## src/rtl/round_timer_ctrl.sv

```systemverilog
`default_nettype none
// ============================================================================
//  Module      : round_timer_ctrl
//  Description : Per-round countdown sequencer. Owns the seconds counter shown
//                on the two-digit timer display, handles start/restart/pause,
//                pulses expiry to the game FSM and generates the display
//                multiplex clock.
//                Optional bonus-time feature: define ROUND_TIMER_BONUS_EN.
//  Revision    : 1.0 - initial release
// ============================================================================
module round_timer_ctrl #(
  parameter int CLK_HZ     = 100000000,
  parameter int ROUND_SECS = 30,
  parameter int DISP_HZ    = 500,
  parameter int BONUS_SECS = 5
) (
  input  logic       clk,
  input  logic       rst_n,
  input  logic       start,
  input  logic       pause,
  input  logic       correct,
  output logic [5:0] time_remaining,
  output logic       running,
  output logic       expired,
  output logic       display_clk
);

  localparam int PRE_W = (CLK_HZ > 1) ? $clog2(CLK_HZ) : 1;
  localparam int DIV   = CLK_HZ / (2 * DISP_HZ);
  localparam int DIV_W = (DIV > 1) ? $clog2(DIV) : 1;

  localparam logic [PRE_W-1:0] c_PRE_LAST = PRE_W'(CLK_HZ - 1);
  localparam logic [DIV_W-1:0] c_DIV_LAST = DIV_W'(DIV - 1);
  localparam logic [5:0]       c_ROUND    = 6'(ROUND_SECS);

  // Reject illegal configurations at elaboration time.
  generate
    if (ROUND_SECS < 1 || ROUND_SECS > 59) begin : g_bad_round
      $error("round_timer_ctrl: ROUND_SECS must be in 1..59");
    end
    if (DISP_HZ < 1 || DIV < 1 || (CLK_HZ % (2 * DISP_HZ)) != 0) begin : g_bad_disp
      $error("round_timer_ctrl: CLK_HZ/(2*DISP_HZ) must be an integer >= 1");
    end
    if (BONUS_SECS < 0 || BONUS_SECS > 59) begin : g_bad_bonus
      $error("round_timer_ctrl: BONUS_SECS must be in 0..59");
    end
  endgenerate

  typedef enum logic [1:0] {
    ST_IDLE    = 2'd0,
    ST_RUN     = 2'd1,
    ST_PAUSED  = 2'd2,
    ST_EXPIRED = 2'd3
  } state_t;

  state_t           r_state, w_state_nxt;
  logic [PRE_W-1:0] r_pre, w_pre_nxt;
  logic [5:0]       r_time, w_time_nxt, w_time_dec, w_time_bon;
  logic             r_expired, w_expired_nxt;
  logic             r_running;
  logic             w_tick;
  logic [DIV_W-1:0] r_div;
  logic             r_disp;

`ifdef ROUND_TIMER_BONUS_EN
  logic [6:0]       w_time_sum;
`else
  logic             w_unused_correct;
  assign w_unused_correct = correct;
`endif

  // Next-state, prescaler and seconds-counter decode; start overrides everything.
  always_comb begin
    w_state_nxt   = r_state;
    w_pre_nxt     = r_pre;
    w_time_nxt    = r_time;
    w_expired_nxt = 1'b0;
    w_tick        = 1'b0;
    w_time_dec    = r_time;
    w_time_bon    = r_time;
`ifdef ROUND_TIMER_BONUS_EN
    w_time_sum    = 7'd0;
`endif
    if (start) begin
      w_time_nxt  = c_ROUND;
      w_pre_nxt   = '0;
      w_state_nxt = pause ? ST_PAUSED : ST_RUN;
    end else if (r_state == ST_RUN || r_state == ST_PAUSED) begin
      // Pause level decides the state; the prescaler only advances while it is low,
      // so leaving PAUSED counts on the same edge and no partial second is lost.
      w_state_nxt = pause ? ST_PAUSED : ST_RUN;
      if (!pause) begin
        if (r_pre == c_PRE_LAST) begin
          w_pre_nxt = '0;
          w_tick    = (r_time != 6'd0);
        end else begin
          w_pre_nxt = r_pre + PRE_W'(1);
        end
      end
      w_time_dec = r_time - {5'd0, w_tick};
`ifdef ROUND_TIMER_BONUS_EN
      w_time_sum = {1'b0, w_time_dec} + 7'(BONUS_SECS);
      if (correct) begin
        w_time_bon = (w_time_sum > 7'd59) ? 6'd59 : w_time_sum[5:0];
      end else begin
        w_time_bon = w_time_dec;
      end
`else
      w_time_bon = w_time_dec;
`endif
      w_time_nxt = w_time_bon;
      if (w_tick && w_time_bon == 6'd0) begin
        w_state_nxt   = ST_EXPIRED;
        w_expired_nxt = 1'b1;
      end
    end
  end

  // Controller state and registered outputs.
  always_ff @(posedge clk or negedge rst_n) begin
    if (!rst_n) begin
      r_state   <= ST_IDLE;
      r_pre     <= '0;
      r_time    <= c_ROUND;
      r_expired <= 1'b0;
      r_running <= 1'b0;
    end else begin
      r_state   <= w_state_nxt;
      r_pre     <= w_pre_nxt;
      r_time    <= w_time_nxt;
      r_expired <= w_expired_nxt;
      r_running <= (w_state_nxt == ST_RUN);
    end
  end

  // Free-running display divider, toggles every DIV cycles regardless of state.
  always_ff @(posedge clk or negedge rst_n) begin
    if (!rst_n) begin
      r_div  <= '0;
      r_disp <= 1'b0;
    end else if (r_div == c_DIV_LAST) begin
      r_div  <= '0;
      r_disp <= ~r_disp;
    end else begin
      r_div  <= r_div + DIV_W'(1);
    end
  end

  assign time_remaining = r_time;
  assign running        = r_running;
  assign expired        = r_expired;
  assign display_clk    = r_disp;

endmodule
`default_nettype wire

```

## config.mk

```make
export PLATFORM = sky130hd
export DESIGN_NAME = round_timer_ctrl
export DESIGN_NICKNAME = d
export VERILOG_FILES = /design/src/rtl/round_timer_ctrl.sv
export SDC_FILE = /design/constraint.sdc
export NUM_CORES = 1
export LEC_CHECK = 0
export ABC_CLOCK_PERIOD_IN_PS = 6300
export BUFFER_PORTS_ARGS = -buffer_cell sky130_fd_sc_hd__buf_2
export CORE_MARGIN = 2
export CORE_UTILIZATION = 25
export CTS_CLUSTER_DIAMETER = 80
export CTS_CLUSTER_SIZE = 25
export DETAILED_ROUTE_END_ITERATION = 6
export SLEW_MARGIN = 5
export SYNTH_ARGS = -nofsm -noshare
export SYNTH_HDL_FRONTEND = slang
export SYNTH_SLANG_ARGS = --single-unit
```

## constraint.sdc

```tcl
create_clock -name clk -period 6.3 [get_ports clk]
set_input_delay 0.945 -clock clk [delete_from_list [all_inputs] [get_ports clk]]
set_output_delay 0.945 -clock clk [all_outputs]
set_load 0.01 [all_outputs]
```

After elaboration in Yosys (flattened, before gate mapping)
Index checks and enable logic that the tools add are counted.
{"block": "word_totals", "register_bits": 55, "input_bits": 5, "output_inout_bits": 9, "wordCells": 41}
{"block": "classes", "addsub": 3, "n_eq_ne": 6, "mux": 18, "bitwise": 1, "n_reduce_logical": 6}
{"op": "$mux 27", "count": 4}
{"op": "$add 27x1->27 const B", "count": 1}
{"op": "$eq 27x27->1 const B", "count": 1}
{"op": "$add 17x1->17 const B", "count": 1}
{"op": "$eq 17x17->1 const B", "count": 1}
{"op": "$mux 17", "count": 1}
{"op": "$mux 6", "count": 2}
{"op": "$mux 2", "count": 4}
{"op": "$mux 1", "count": 7}
{"op": "$logic_not 6->1", "count": 1}
{"op": "$reduce_bool 6->1", "count": 1}
{"op": "$sub 6x1->6", "count": 1}
{"op": "$eq 2x1->1 const B", "count": 2}
{"op": "$eq 2x2->1 const B", "count": 1}
{"op": "$ne 2x2->1 const B", "count": 1}
{"op": "$reduce_and 2->1", "count": 1}
{"op": "$reduce_bool 2->1", "count": 1}
{"op": "$logic_and 1x1->1", "count": 1}
{"op": "$logic_or 1x1->1", "count": 1}
{"op": "$not 1->1", "count": 1}

Depth between registers and ports, before layout
Gate-level depths: netlist of the first run.
{"block": "depth", "word_depth": 12, "depth_mapped": 13, "depth_no_buf": 12}

Least setup slack after synthesis of the first run
OpenSTA, ideal clock, no wires.
{"block": "synth_timing", "path_kind": "register to register", "start": "register r_pre[8]", "end": "register r_state[1]", "arrival_ns": 2.998, "required_ns": 6.234, "slack_ns": 3.236, "path_stages_with_launch": 13, "n_path_buf": 0, "synth_period_minus_slack_ns": 3.064, "cell_sequence": "dfrtp_1 > or4b_1 > nor3b_1 > nand4_1 > nor3_1 > ha_1 > ha_1 > xnor2_1 > nand4b_1 > a211o_1 > a211o_1 > o21ai_0 > o311a_1"}
{"block": "synth_via", "elab_chain_cells": 11}
{"item": "start: declaration", "line_no": "57", "text": "logic [PRE_W-1:0] r_pre, w_pre_nxt;"}
{"item": "start signal: assignment", "line_no": "129", "text": "r_pre <= w_pre_nxt;"}
{"item": "$eq 27x27->1 *", "line_no": "93", "text": "if (r_pre == c_PRE_LAST) begin"}
{"item": "$mux 1 *", "line_no": "93"}
{"item": "$mux 1 *", "line_no": "92", "text": "if (!pause) begin"}
{"item": "$mux 1 *", "line_no": "88", "text": "end else if (r_state == ST_RUN || r_state == ST_PAUSED) begin"}
{"item": "$mux 1 *", "line_no": "84", "text": "if (start) begin"}
{"item": "$sub 6x1->6", "line_no": "100", "text": "w_time_dec = r_time - {5'd0, w_tick};"}
{"item": "$logic_not 6->1", "line_no": "112", "text": "if (w_tick && w_time_bon == 6'd0) begin"}
{"item": "$logic_and 1x1->1 *", "line_no": "112"}
{"item": "$mux 2 *", "line_no": "112"}
{"item": "$mux 2 *", "line_no": "88"}
{"item": "$mux 2 *", "line_no": "84"}
{"item": "named net w_state_nxt[1]", "line_no": "56", "text": "state_t r_state, w_state_nxt;"}
{"item": "end signal: assignment", "line_no": "128", "text": "r_state <= w_state_nxt;"}
{"item": "end: declaration", "line_no": "56"}
Mark *: on every way through the listed nets, which the timed path passes. The rest lies on a longest branch. The select of a mux whose other input is x is not followed.
A chain may end at the register's enable or synchronous reset.

Worst setup path after layout of the first run
Ends and elaborated chain as after synthesis.

==> flow_metrics.py, run 1 <==
metrics = {
    "die": {
        "ios": 14,
        "die_h_um": 113,
        "core_region_area_um2": 11500,
        "die_w_um": 113,
        "rows": 39,
        "initial_utilization_pct": 25.8,
        "die_area_um2": 12800,
    },
    "global_routing": {
        "grt_use_total_pct": 10.1,
        "grt_pass1_wl_um": 10800,
        "overflow": 0,
        "grt_pass1_vias": 2310,
        "grt_antenna_before_repair": 0,
        "grt_max_degree": 56,
    },
    "setup_path": {
        "slowest_delay_ps": 530,
        "rrSetupSlack_ps": 2770,
        "r2r_cells": 12,
        "r2r-end": "r_state[1]$_DFF_PN0_",
        "crit_buf_inv": 0,
        "cp_max_fo": 6,
        "critPathLaunchType": "flip-flop",
        "cp.depth": 12,
        "setup.worst_path.start": "r_pre[8]$_DFFE_PN0P_",
        "critPathSlowestCell": "or4b_1",
        "path_class": "flip-flop to flip-flop",
        "critPathTopFamily": "simple AND/OR/NAND/NOR gates",
        "worstReg2RegStart": "r_pre[8]$_DFFE_PN0P_",
        "worstPathRequired_ps": 6530,
        "crit_end": "r_state[1]$_DFF_PN0_",
        "endpoint_kind": "flip-flop",
        "cp.arrival_ps": 3760,
        "path_cells": "or4b_1 > nor3b_1 > nand4_1 > nor3_1 > ha_1 > ha_1 > xnor2_1 > nand4b_1 > a211o_1 > a211o_1 > o21ai_0 > o311a_1",
    },
    "placement": {
        "port_buffers": 12,
        "dpl.hpwl_um": 3940,
        "dp_cells": 463,
        "gp_congestion": 0.796,
        "dpl_worst_slack_ps": 2800,
    },
    "sta": {
        "hold_ws_ps": 500,
        "final.setup.worst_slack_ps": 2770,
        "finalHoldViolCount": 0,
        "tns_ps": 0,
        "fin_crit_ps": 3530,
        "setup_viol": 0,
        "slew_headroom_pct": 52.8,
        "final.period_utilization_pct": 56.0,
        "slew_violations": 0,
        "rsz0062_at_grt": "no",
        "worst_pin_slew_ps": 708,
        "fmax_ghz": 0.283,
        "clock_skew_ps": 3.76,
    },
    "status": {
        "violations": "DRC",
        "status": "complete, but fails checks",
    },
    "yosys": {
        "postSynthCellCount": 320,
        "synth.lib_cells_used.distinct": 43,
        "synth-edff-count": 0,
        "ys.flop_type": "dfrtp_1",
        "avgSynthCellArea_um2": 9.29,
        "synth_commonest_cells": "51 x dfrtp_1, 41 x nor2_1, 27 x nand2_1",
        "synth_area_leader_cell": "dfrtp_1",
        "synth_top_area_share_pct": 42.9,
        "netlist_area_um2": 2970,
        "synthesis.nets": 330,
        "synth_most_common_cell": "dfrtp_1",
        "ys_ff_latch": 55,
        "synth_top_cells_by_area": "dfrtp_1 43%, nor2_1 5.2%, xor2_1 5.0%",
        "synth_warnings": 0,
        "ys_seq_area_share_pct": 46.4,
        "async_reset_ff_share_pct": 100,
    },
    "layout": {
        "fin_nets": 337,
        "drive_gt1_share_pct": 10.1,
        "areaGrowthSynthToFinish_pct": 11.5,
        "layout.cells.non_filler": 471,
        "final.fill_count": 1223,
        "insertedDiodeCount": 0,
    },
    "cts": {
        "clock_path_buffers": 2,
        "cts_sinks": 55,
        "clock_latency_ps": 290,
        "cts_resized": 0,
        "cts_setup_buffers": 0,
        "cts_tree": "yes",
        "root_buffer": "clkbuf_16",
        "clkTransAtPathRegs_ps": 70,
        "hold_buffers": 0,
        "cts_max_level": 2,
        "cts_buffers": 5,
    },
    "run": {
        "max_cap_violations": 0,
    },
    "drt": {
        "antenna_left": 0,
        "first_pass_iters": 6,
        "routedWlPerCell_um": 12.9,
        "vias_per_cell": 4.97,
        "drt_iter0_drc": 152,
        "via_count": 2340,
        "wirelength_um": 6050,
        "drc": 2,
    },
    "power": {
        "powerDensity_nw_per_um2": 212,
        "ir_drop_uv": 121,
        "total_power_uw": 705,
        "p_leak_uw": 0.00127,
    },
    "min_path": {
        "hold_depth": 1,
        "hold_class": "flip-flop to flip-flop",
    },
}
## stage by stage
step / utilization, % / cell area, um^2
floorplan: - / 2970
global placement: 27.5 / 3160
detailed placement: 27.5 / 3160
CTS: 28.8 / 3320
global route: 28.8 / 3320
finish: 28.8 / 3320
## logic make-up after synthesis
| kind of cell | synth area share [%] |
|---|---|
| compound gates | 11.4 |
| xor+xnor | 9.63 |
| fa+ha+maj | 2.10 |
| buf+inv | 2.61 |
| flops | 46.4 |
| simple gates | 27.8 |
## cells in the final DEF (no fill, tap or decap), types with 6 or more instances in the layout
cell / instances
dfrtp_1: 51
nor2_1: 41
nand2_1: 27
a21oi_1: 22
nand3_1: 19
xor2_1: 17
o21ai_0: 16
xnor2_1: 12
buf_2: 12
and3_1: 8
nand4_1: 8
or3_1: 8
nor3_1: 7
nand2b_1: 6
a211oi_1: 6
## layout make-up
class | count | area [um^2] | area share, %
multi-input combinational | 248 | 1520 | 45.7
sequential | 55 | 1380 | 41.6
tap | 143 | 179 | 5.39
clock buffer | 6 | 139 | 4.19
timing repair buffer | 14 | 75.1 | 2.26
clock inverter | 2 | 16.3 | 0.490
inverter | 3 | 11.3 | 0.339
## worst min path at each step
stage / endpoint / startpoint / slack (ps)
2_1_floorplan: r_div[14]$_DFF_PN0_ / r_div[14]$_DFF_PN0_ / 450
6_report: r_div[14]$_DFF_PN0_ / r_div[14]$_DFF_PN0_ / 500
5_1_grt: r_div[11]$_DFF_PN0_ / r_div[11]$_DFF_PN0_ / 520
3_5_place_dp: r_div[4]$_DFF_PN0_ / r_div[4]$_DFF_PN0_ / 490
4_1_cts: r_div[14]$_DFF_PN0_ / r_div[14]$_DFF_PN0_ / 500
3_3_place_gp: r_div[4]$_DFF_PN0_ / r_div[4]$_DFF_PN0_ / 470
## sequential cells by signal, indices dropped and copies added (netlist names)
| signal | flops |
|---|---|
| display_clk | 1 |
| expired | 1 |
| r_div | 17 |
| r_pre | 27 |
| r_state | 2 |
| running | 1 |
| time_remaining | 6 |
## worst reg2reg max path, stage by stage, from the launching register on
cell and delay, ps:
dfrtp_1 430, or4b_1 530, nor3b_1 240, nand4_1 360, nor3_1 370, ha_1 220, ha_1 230, xnor2_1 140
nand4b_1 110, a211o_1 270, a211o_1 300, o21ai_0 90, o311a_1 180
## power by group
group	internal (uW)	leakage (uW)	switching, uW	total [uW]
Combinational	13.9	0.000464	40.1	54.1
Clock	159	0.0000731	125	284
Sequential	358	0.000734	7.94	366
## metal layers
metal | vias to the layer above | part of all wire [%] | track usage [%]
li1 | 1156 | - | -
met1 | 1150 | 50 | 13.5
met2 | 32 | 47 | 16.9
met3 | 2 | 2.4 | 1.39
met4 | 0 | 0.21 | 3.01
met5 | - | 0 | 0
Note: power is estimated with default switching activity, not from simulation.
==> run 2: changes to the inputs <==
--- a/config.mk
+++ b/config.mk
@@ -5,7 +5,7 @@
 export SDC_FILE = /design/constraint.sdc
 export NUM_CORES = 1
 export LEC_CHECK = 0
-export ABC_CLOCK_PERIOD_IN_PS = 6300
+export ABC_CLOCK_PERIOD_IN_PS = 2900
 export BUFFER_PORTS_ARGS = -buffer_cell sky130_fd_sc_hd__buf_2
 export CORE_MARGIN = 2
 export CORE_UTILIZATION = 25
==> constraint.sdc (replaced) <==
create_clock -name clk -period 2.9 [get_ports clk]
set_input_delay 0.435 -clock clk [delete_from_list [all_inputs] [get_ports clk]]
set_output_delay 0.435 -clock clk [all_outputs]
set_load 0.01 [all_outputs]
==> flow_metrics.py, run 2 (synthesis gave the netlist of run 1 again) <==
metrics = {
    "global_routing": {
        "grt_max_degree": 40,
        "grt_pass1_wl_um": 11900,
        "grt_use_total_pct": 11.3,
        "grt_pass1_vias": 2497,
        "grt_antenna_before_repair": 0,
        "overflow": 0,
    },
    "sta": {
        "slew_headroom_pct": 40.5,
        "final.setup.worst_slack_ps": -17.5,
        "worst_pin_slew_ps": 893,
        "hold_ws_ps": 263,
        "finalHoldViolCount": 0,
        "rsz0062_at_grt": "yes",
        "setup_viol": 1,
        "clock_skew_ps": 6.89,
        "fmax_ghz": 0.343,
        "slew_violations": 0,
        "final.period_utilization_pct": 101,
        "fin_crit_ps": 2920,
        "tns_ps": -17.5,
    },
    "layout": {
        "largest-register": "r_pre",
        "fin_area_um2": 3530,
        "drive_gt1_share_pct": 17.6,
        "final_common_cell": "dfrtp_1",
        "largest_reg_flops": 27,
        "final_cell_mix": "51 x dfrtp_1, 41 x nor2_1, 27 x nand2_1",
        "fin_util_pct": 30.7,
        "insertedDiodeCount": 0,
        "areaGrowthSynthToFinish_pct": 18.7,
        "fin_nets": 361,
    },
    "power": {
        "p_leak_uw": 0.00140,
        "swShare_pct": 26.2,
        "powerDensity_nw_per_um2": 440,
        "sequentialPowerShare_pct": 50.9,
        "p_clk_share_pct": 40.4,
        "p_comb_share_pct": 8.6,
        "ir_drop_uv": 231,
        "intPower_uw": 1150,
        "switchingPower_uw": 407,
    },
    "drt": {
        "vias_per_cell": 4.99,
        "drt_iter0_drc": 230,
        "routedWlPerCell_um": 13.6,
        "drc": 3,
        "antenna_left": 0,
        "via_count": 2468,
        "wirelength_um": 6720,
        "first_pass_iters": 6,
    },
    "setup_path": {
        "endpoint_kind": "flip-flop",
        "critPathLaunchType": "flip-flop",
        "cp_max_fo": 3,
        "slowest_delay_ps": 550,
        "worstPathRequired_ps": 3140,
        "path_class": "flip-flop to flip-flop",
        "cp.arrival_ps": 3160,
        "path_cells": "or4b_4 > nor3b_4 > nand4_1 > nor3_2 > ha_2 > ha_4 > nand3b_1 > o211a_1 > a311o_1 > a211o_1 > o21ai_1 > o311a_1",
        "critPathSlowestCell": "or4b_4",
    },
    "die": {
        "core_region_area_um2": 11500,
        "initial_utilization_pct": 25.8,
        "rows": 39,
        "die_h_um": 113,
        "ios": 14,
        "die_w_um": 113,
        "die_area_um2": 12800,
    },
    "placement": {
        "port_buffers": 12,
        "dpl_cell_area_um2": 3340,
        "dpl_worst_slack_ps": -79.5,
        "dpl.hpwl_um": 4560,
        "gp_congestion": 0.779,
    },
    "cts": {
        "cts_sinks": 55,
        "clock_latency_ps": 300,
        "cts_tree": "yes",
        "clkTransAtPathRegs_ps": 80,
        "cts_max_level": 2,
        "clock_path_buffers": 2,
        "root_buffer": "clkbuf_16",
        "cts_buffers": 5,
    },
    "min_path": {
        "hold_class": "input port to asynchronous set/reset pin",
    },
    "status": {
        "status": "complete, but fails checks",
        "violations": "DRC, setup timing",
    },
    "run": {
        "max_cap_violations": 0,
    },
}
## run 2: area by class of cell
class	count	area [um^2]
Multi-Input combinational cell	248	1550
Fill cell	1181	7990
Timing Repair Buffer	38	255
Tap cell	143	179
Inverter	3	11.3
Clock inverter	3	28.8
Sequential cell	55	1380
Clock buffer	5	125
## run 2: critical path: cells and delay by family, from the launching register on
family,cells,cell delay [ps]
AOI/OAI and AO/OA,5,960
and+or+nand+nor,5,1150
DFF,1,380
adders and majority gates,2,360
## run 2: final timing paths
kind / start / endpoint / slack, ps / depth (start not counted)
worst max-delay path: r_pre[9]$_DFFE_PN0P_ / r_state[1]$_DFF_PN0_ / -20 / 12
worst min-delay path: rst_n / r_pre[14]$_DFFE_PN0P_ / 260 / 1
worst max register to register: r_pre[9]$_DFFE_PN0P_ / r_state[1]$_DFF_PN0_ / -20 / 12
worst min register to register: r_div[4]$_DFF_PN0_ / r_div[4]$_DFF_PN0_ / 490 / 1
max in group asynchronous: rst_n / r_div[11]$_DFF_PN0_ / 1950 / 2
min in group clk: pause / running$_DFF_PN0_ / 430 / 2
## run 2: timing repair
item	in CTS	in global routing
gates cloned	0	0
setup buffers	1	2
hold buffers	0	0
pin swaps	10	9
setup endpoints to repair	2	4
gates resized for setup	2	1
## run 2: power groups by stage
stage / sequential, uW / combinational (uW) / clock (uW)
floorplan: 810 / 70.6 / 0
global placement: 805 / 134 / 0
detailed placement: 807 / 135 / 0
CTS: 791 / 137 / 643
global route: 793 / 150 / 674
finish: 792 / 134 / 629
## run 2: stage by stage
stage               cells  power, uW
floorplan             320        881
global placement      484        939
detailed placement    484        941
CTS                   493       1570
global route          495       1620
finish                495       1550
## run 2: metal layers
metal  up-vias  global-route usage (%)  share of wire [%]
met5         -                       0                  0
met4         0                    4.07                1.6
met3         6                    1.82                3.9
met2        50                    18.7                 46
met1      1207                    15.0                 48
li1       1205                       -                  -
